--- src/rtl/vga_fb_arbiter.sv ---
// rtl/vga_fb_arbiter.sv - framebuffer RAM arbiter: scanout reads, buffered CPU writes, clear sweep
module vga_fb_arbiter #(
  parameter int FB_W       = 100,
  parameter int FB_H       = 100,
  parameter int ADDR_W     = 14,
  parameter int FIFO_DEPTH = 4
) (
  input  logic              Clock,
  input  logic              Reset,
  input  logic              iWrEnable,
  input  logic [7:0]        iWrCol,
  input  logic [7:0]        iWrRow,
  input  logic [2:0]        iWrColor,
  output logic              oWrBusy,
  input  logic              iRdReq,
  input  logic [7:0]        iRdCol,
  input  logic [7:0]        iRdRow,
  output logic              oRdValid,
  output logic [2:0]        oRdColor,
  input  logic              iClear,
  input  logic [2:0]        iClearColor,
  output logic              oClearBusy,
  output logic [ADDR_W-1:0] oRamAddr,
  output logic              oRamWe,
  output logic [2:0]        oRamWData,
  input  logic [2:0]        iRamRData,
  output logic [7:0]        oDropCount
);
  localparam int PTR_W = $clog2(FIFO_DEPTH);
  localparam int CNT_W = PTR_W + 1;
  localparam logic [ADDR_W-1:0] LAST_ADDR = ADDR_W'(FB_W * FB_H - 1);
  localparam logic [CNT_W-1:0]  FULL_CNT  = CNT_W'(FIFO_DEPTH);

  typedef enum logic [0:0] {ST_RUN, ST_CLEAR} state_t;

  function automatic logic in_range(input logic [7:0] col, input logic [7:0] row);
    return (32'(col) < FB_W) && (32'(row) < FB_H);
  endfunction

  function automatic logic [ADDR_W-1:0] pix_addr(input logic [7:0] col, input logic [7:0] row);
    return ADDR_W'(row) * ADDR_W'(FB_W) + ADDR_W'(col);
  endfunction

  state_t              state_q, state_d;
  logic [ADDR_W-1:0]   clear_addr_q, clear_addr_d;
  logic [2:0]          clear_color_q, clear_color_d;
  logic [ADDR_W-1:0]   fifo_addr_q [FIFO_DEPTH];
  logic [ADDR_W-1:0]   fifo_addr_d [FIFO_DEPTH];
  logic [2:0]          fifo_color_q [FIFO_DEPTH];
  logic [2:0]          fifo_color_d [FIFO_DEPTH];
  logic [PTR_W-1:0]    wr_ptr_q, wr_ptr_d, rd_ptr_q, rd_ptr_d;
  logic [CNT_W-1:0]    count_q, count_d;
  logic                wr_busy_q, wr_busy_d;
  logic                rd_pend_q, rd_pend_d;
  logic                rd_oob_q, rd_oob_d;
  logic                rd_valid_q, rd_valid_d;
  logic [2:0]          rd_color_q, rd_color_d;
  logic [7:0]          drop_cnt_q, drop_cnt_d;
  logic [ADDR_W-1:0]   ram_addr_q, ram_addr_d;
  logic                rd_hit, wr_ok, push, drop, grant_clear, pop;

  assign oWrBusy    = wr_busy_q;
  assign oRdValid   = rd_valid_q;
  assign oRdColor   = rd_color_q;
  assign oClearBusy = (state_q == ST_CLEAR);
  assign oDropCount = drop_cnt_q;

  // Slot arbitration (read > clear > FIFO), FIFO bookkeeping, FSM next state and read pipeline
  always_comb begin
    rd_hit      = iRdReq && in_range(iRdCol, iRdRow) && !Reset;
    wr_ok       = iWrEnable && !wr_busy_q;
    push        = wr_ok && in_range(iWrCol, iWrRow);
    drop        = wr_ok && !in_range(iWrCol, iWrRow);
    grant_clear = !rd_hit && (state_q == ST_CLEAR) && !Reset;
    pop         = !rd_hit && (state_q == ST_RUN) && (count_q != '0) && !Reset;

    oRamWe    = 1'b0;
    oRamWData = 3'd0;
    oRamAddr  = ram_addr_q;
    if (rd_hit) begin
      oRamAddr = pix_addr(iRdCol, iRdRow);
    end else if (grant_clear) begin
      oRamWe    = 1'b1;
      oRamAddr  = clear_addr_q;
      oRamWData = clear_color_q;
    end else if (pop) begin
      oRamWe    = 1'b1;
      oRamAddr  = fifo_addr_q[rd_ptr_q];
      oRamWData = fifo_color_q[rd_ptr_q];
    end
    ram_addr_d = oRamAddr;

    fifo_addr_d  = fifo_addr_q;
    fifo_color_d = fifo_color_q;
    wr_ptr_d     = wr_ptr_q;
    rd_ptr_d     = rd_ptr_q;
    if (push) begin
      fifo_addr_d[wr_ptr_q]  = pix_addr(iWrCol, iWrRow);
      fifo_color_d[wr_ptr_q] = iWrColor;
      wr_ptr_d               = wr_ptr_q + PTR_W'(1);
    end
    if (pop) begin
      rd_ptr_d = rd_ptr_q + PTR_W'(1);
    end
    count_d = count_q + CNT_W'(push) - CNT_W'(pop);

    drop_cnt_d = drop_cnt_q;
    if (drop && (drop_cnt_q != 8'hFF)) begin
      drop_cnt_d = drop_cnt_q + 8'd1;
    end

    state_d       = state_q;
    clear_addr_d  = clear_addr_q;
    clear_color_d = clear_color_q;
    if (state_q == ST_RUN) begin
      if (iClear) begin
        state_d       = ST_CLEAR;
        clear_addr_d  = '0;
        clear_color_d = iClearColor;
      end
    end else if (grant_clear) begin
      if (clear_addr_q == LAST_ADDR) begin
        state_d = ST_RUN;
      end else begin
        clear_addr_d = clear_addr_q + ADDR_W'(1);
      end
    end

    wr_busy_d = (count_d == FULL_CNT) || (state_d == ST_CLEAR);

    // Out-of-range reads ride the same two-stage pipe but return zero
    rd_pend_d  = iRdReq;
    rd_oob_d   = !in_range(iRdCol, iRdRow);
    rd_valid_d = rd_pend_q;
    rd_color_d = rd_oob_q ? 3'd0 : iRamRData;
  end

  // Control and output registers with synchronous reset
  always_ff @(posedge Clock) begin
    if (Reset) begin
      state_q       <= ST_RUN;
      clear_addr_q  <= '0;
      clear_color_q <= 3'd0;
      wr_ptr_q      <= '0;
      rd_ptr_q      <= '0;
      count_q       <= '0;
      wr_busy_q     <= 1'b0;
      rd_pend_q     <= 1'b0;
      rd_oob_q      <= 1'b0;
      rd_valid_q    <= 1'b0;
      rd_color_q    <= 3'd0;
      drop_cnt_q    <= 8'd0;
      ram_addr_q    <= '0;
    end else begin
      state_q       <= state_d;
      clear_addr_q  <= clear_addr_d;
      clear_color_q <= clear_color_d;
      wr_ptr_q      <= wr_ptr_d;
      rd_ptr_q      <= rd_ptr_d;
      count_q       <= count_d;
      wr_busy_q     <= wr_busy_d;
      rd_pend_q     <= rd_pend_d;
      rd_oob_q      <= rd_oob_d;
      rd_valid_q    <= rd_valid_d;
      rd_color_q    <= rd_color_d;
      drop_cnt_q    <= drop_cnt_d;
      ram_addr_q    <= ram_addr_d;
    end
  end

  // FIFO storage needs no reset; pointers and count define which entries are live
  always_ff @(posedge Clock) begin
    fifo_addr_q  <= fifo_addr_d;
    fifo_color_q <= fifo_color_d;
  end
endmodule

--- config.mk ---
export PLATFORM = sky130hd
export DESIGN_NAME = vga_fb_arbiter
export DESIGN_NICKNAME = d
export VERILOG_FILES = /design/src/rtl/vga_fb_arbiter.sv
export SDC_FILE = /design/constraint.sdc
export NUM_CORES = 1
export LEC_CHECK = 0
export CAP_MARGIN = 0
export CORE_UTILIZATION = 25
export DETAILED_ROUTE_END_ITERATION = 8
export HOLD_SLACK_MARGIN = 0.05
export SLEW_MARGIN = 20
export SYNTH_ARGS = -nofsm -noshare
export SYNTH_HDL_FRONTEND = slang
export SYNTH_SLANG_ARGS = --single-unit
--- constraint.sdc ---
create_clock -name Clock -period 5.37 [get_ports Clock]
set_input_delay 1.074 -clock Clock [delete_from_list [all_inputs] [get_ports Clock]]
set_output_delay 1.074 -clock Clock [all_outputs]
set_load 0.005 [all_outputs]
==> impl_metrics.toml <==
[setup_path]
worstSetupPathType = "input pin to output port"
critPathRequiredTime_ns = 4.30
r2r_end = "oWrBusy"
crit_end = "oRamAddr[13]"
crit_path_end_kind = "output port"
critPathSlowestCell = "or3b_2"
startpoint_type = "input pin"
crit_fanout = 6
cp.depth = 14
path_buf_inv = 5
critPathMaxStageDelay_ns = 0.43
path_cells = "dlygate4sd2_1 -> ha_1 -> ha_1 -> ha_4 -> ha_4 -> buf_4 -> or3b_2 -> o221ai_1 -> nor3_2 -> buf_4 -> o311a_1 -> a211oi_2 -> buf_4 -> buf_6"
arrival_ns = 4.24
r2r_slack_ns = 2.27
critPathLaunch = "iRdRow[5]"
reg2reg_depth = 12
r2r-start = "count_q[1]"
cp_common_cell = "buf_4"
cp_top_family = "adder cells"

[power]
seq_power_share_pct = 31.5
power.internal_uw = 2560
switchingPower_uw = 1080
p_clk_share_pct = 32.8
peakVddDrop_mv = 0.174
pwr_density_cell_mw_per_mm2 = 380
p_sw_share_pct = 29.7
combinationalPowerShare_pct = 35.7
p_leak_uw = 0.00363

[logic_synthesis]
synth-main-ff-cell = "edfxtp_1"
synth_cell_type_count = 56
postSynthAreaPerCell_um2 = 10.9
syn_inst = 656
ys_seq_area_share_pct = 43.8
synth_seq_cells = 122
ys_warn_count = 0
syn-cell-area_mm2 = 0.00712
synth-edff-count = 68
synth_top_area_share_pct = 28.7
async_flop_share_pct = 0
synth_nets = 789
ys_top_cells_by_area = "edfxtp_1 29%, dfxtp_1 15%, ha_1 14%"
synth_top_area_cell = "edfxtp_1"

[sta]
min_period_ns = 5.31
finalSetupViolCount = 0
tightest_slew_ns = 1.04
clock-skew-final_ns = 0.0147
slew_headroom_pct = 30.5
hold_viol = 0
clock.fmax_mhz = 188
fin_hold_ws_ns = 0.435
finalMaxSlewViolations = 0
fin_ws_ns = 0.0591
fin_crit_sh_pct = 98.9

[clock_network]
clock-sinks = 122
insertion_delay_ns = 0.42
cts_buffers = 17
postCtsHoldBufs = 0
cts_tree = "done"
cts-root-buf = "clkbuf_16"
htree_num_levels = 4
cts_buffer_depth = 2
cts.reportedPaths.clkPinSlew_ns = 0.06

[final_layout]
fill_cells = 2829
syn2layout_area_growth_pct = 34.3
final_cells = 1171
layout-drive-gt1-share_pct = 19.0
antenna_cells = 0
layout.nets = 913

[placed_design]
pre_cts_ws_ns = -0.927
port_buffers = 77
hpwl_um = 12300
placedCellCount = 1135
gp_congestion = 0.811

[die]
die_w_um = 171
die_h_um = 171
rows = 61
core_mm2 = 0.0279
dieArea_mm2 = 0.0292
io_pins = 78
start_util_pct = 25.5

[flow_run]
cap_violations = 0

[global_route]
gr-max-usage-layer = "met2"
grt_pass1_wl_um = 26600
grt_usage_pct = 11.8
grt_use_met2_pct = 19.9
grt_util_met3_pct = 3.05
use_met1_pct = 14.6
antenna_found_initial = 0
gr-total-overflow = 0
grt_max_degree = 36
grt_pass1_vias = 5223

[route]
wl_um = 16600
vias_per_cell = 4.45
drc = 0
ant_nets = 0
dr.pass1.iters = 4
vias = 5206
post_drt_wl_per_cell_um = 14.2
dr.first_iter.drc_count = 197

[worst_hold_path]
min_path_type = "flip-flop to flip-flop"

[status]
outcome = "complete, no violations"
## what timing repair did
item | in CTS | in global routing
gates resized for setup | 54 | 31
hold endpoints to repair | 0 | 0
buffers inserted | 1 | 3
pin swaps | 14 | 17
setup endpoints to repair | 7 | 6
## layout make-up
| class | instances | area [um2] | area share (%) |
|---|---|---|---|
| clock buffers | 21 | 450 | 4.71 |
| repair buffers | 126 | 1130 | 11.8 |
| multi-input cells | 467 | 4050 | 42.3 |
| clock inverters | 11 | 169 | 1.77 |
| flip-flops and latches | 122 | 3120 | 32.6 |
| inverters | 46 | 173 | 1.80 |
| well taps | 378 | 473 | 4.94 |
## cell families after synthesis
group,after synthesis,synth area share [%]
AND/OR/NAND/NOR,202,13.9
multiplexers,21,5.94
AO/OA/AOI/OAI,110,10.4
buffers and inverters,67,3.69
adder cells (fa/ha/maj),87,16.2
flip-flops,122,43.8
XOR/XNOR,47,5.97
## power groups by stage
stage	clock (uW)	combinational (uW)	sequential, uW
floorplan	0	712	1140
global placement	0	1170	1160
detailed placement	0	1180	1160
CTS	1210	1240	1150
global route	1260	1440	1150
finish	1190	1300	1140
## worst min-delay path by stage
stage	startpoint	end	slack (ns)	cells past startpoint
after floorplan	rd_pend_q	oRdValid	0.41	1
after CTS	rd_pend_q	oRdValid	0.43	1
after global placement	rd_pend_q	oRdValid	0.42	1
after detailed placement	rd_pend_q	oRdValid	0.42	1
final	rd_pend_q	oRdValid	0.43	1
after global routing	rd_pend_q	oRdValid	0.46	1
## layer usage
metal	routed length (um)	vias to the layer above
li1	-	2620
met1	7540	2484
met2	8180	88
met3	620	14
met4	231	0
met5	0	-
## state kept, by name, indices dropped and copies added, names as in the netlist, 2 cells and up
name           cells
oRdColor           3
oDropCount         8
fifo_color_q      12
count_q            3
clear_color_q      3
ram_addr_q        14
rd_ptr_q           2
fifo_addr_q       56
clear_addr_q      14
wr_ptr_q           2
## per-stage QoR
step	total power [uW]	TNS, ns	util [%]	area (um2)
after CTS	3600	0	33.6	9400
after global placement	2330	-4.08	30.9	8620
after global routing	3850	-0.0219	34.3	9570
final	3640	0	34.3	9570
after floorplan	1850	0	-	7120
after detailed placement	2350	-4.21	30.9	8620
## cells in the final DEF (no fill, tap or decap), drive strengths merged, types with 4 or more instances in the layout
master and count:
fa 9, dfxtp 54, ha 78, clkinv 6
mux2i 4, nor2 71, buf 54, clkdlybuf4s50 65
and2 8, o21ai 15, nand2b 12, inv 47
a21oi 27, nand4 4, a21o 5, nand3 16
nand2 33, nor3 16, bufinv 4, edfxtp 68
or3 5, a31oi 6, nor2b 15, o22ai 9
clkbuf 23, o21a 5, mux4 17, o21bai 4
and3 6, a211oi 14, xor2 16, xnor2 30
o31ai 5
## cells in the mapped netlist, types with 6 or more instances
cell and number:
ha_1 78, nor2_1 71, edfxtp_1 68, dfxtp_1 54, inv_1 46, nand2_1 33
xnor2_1 30, a21oi_1 27, mux4_2 17, nand3_1 16, nor3_1 16, xor2_1 16
nor2b_1 15, o21ai_0 15, a211oi_1 14, clkbuf_1 14, nand2b_1 12, fa_1 9
o22ai_1 9, and2_1 8, and3_1 6
Note: power is estimated with default switching activity, not from simulation.
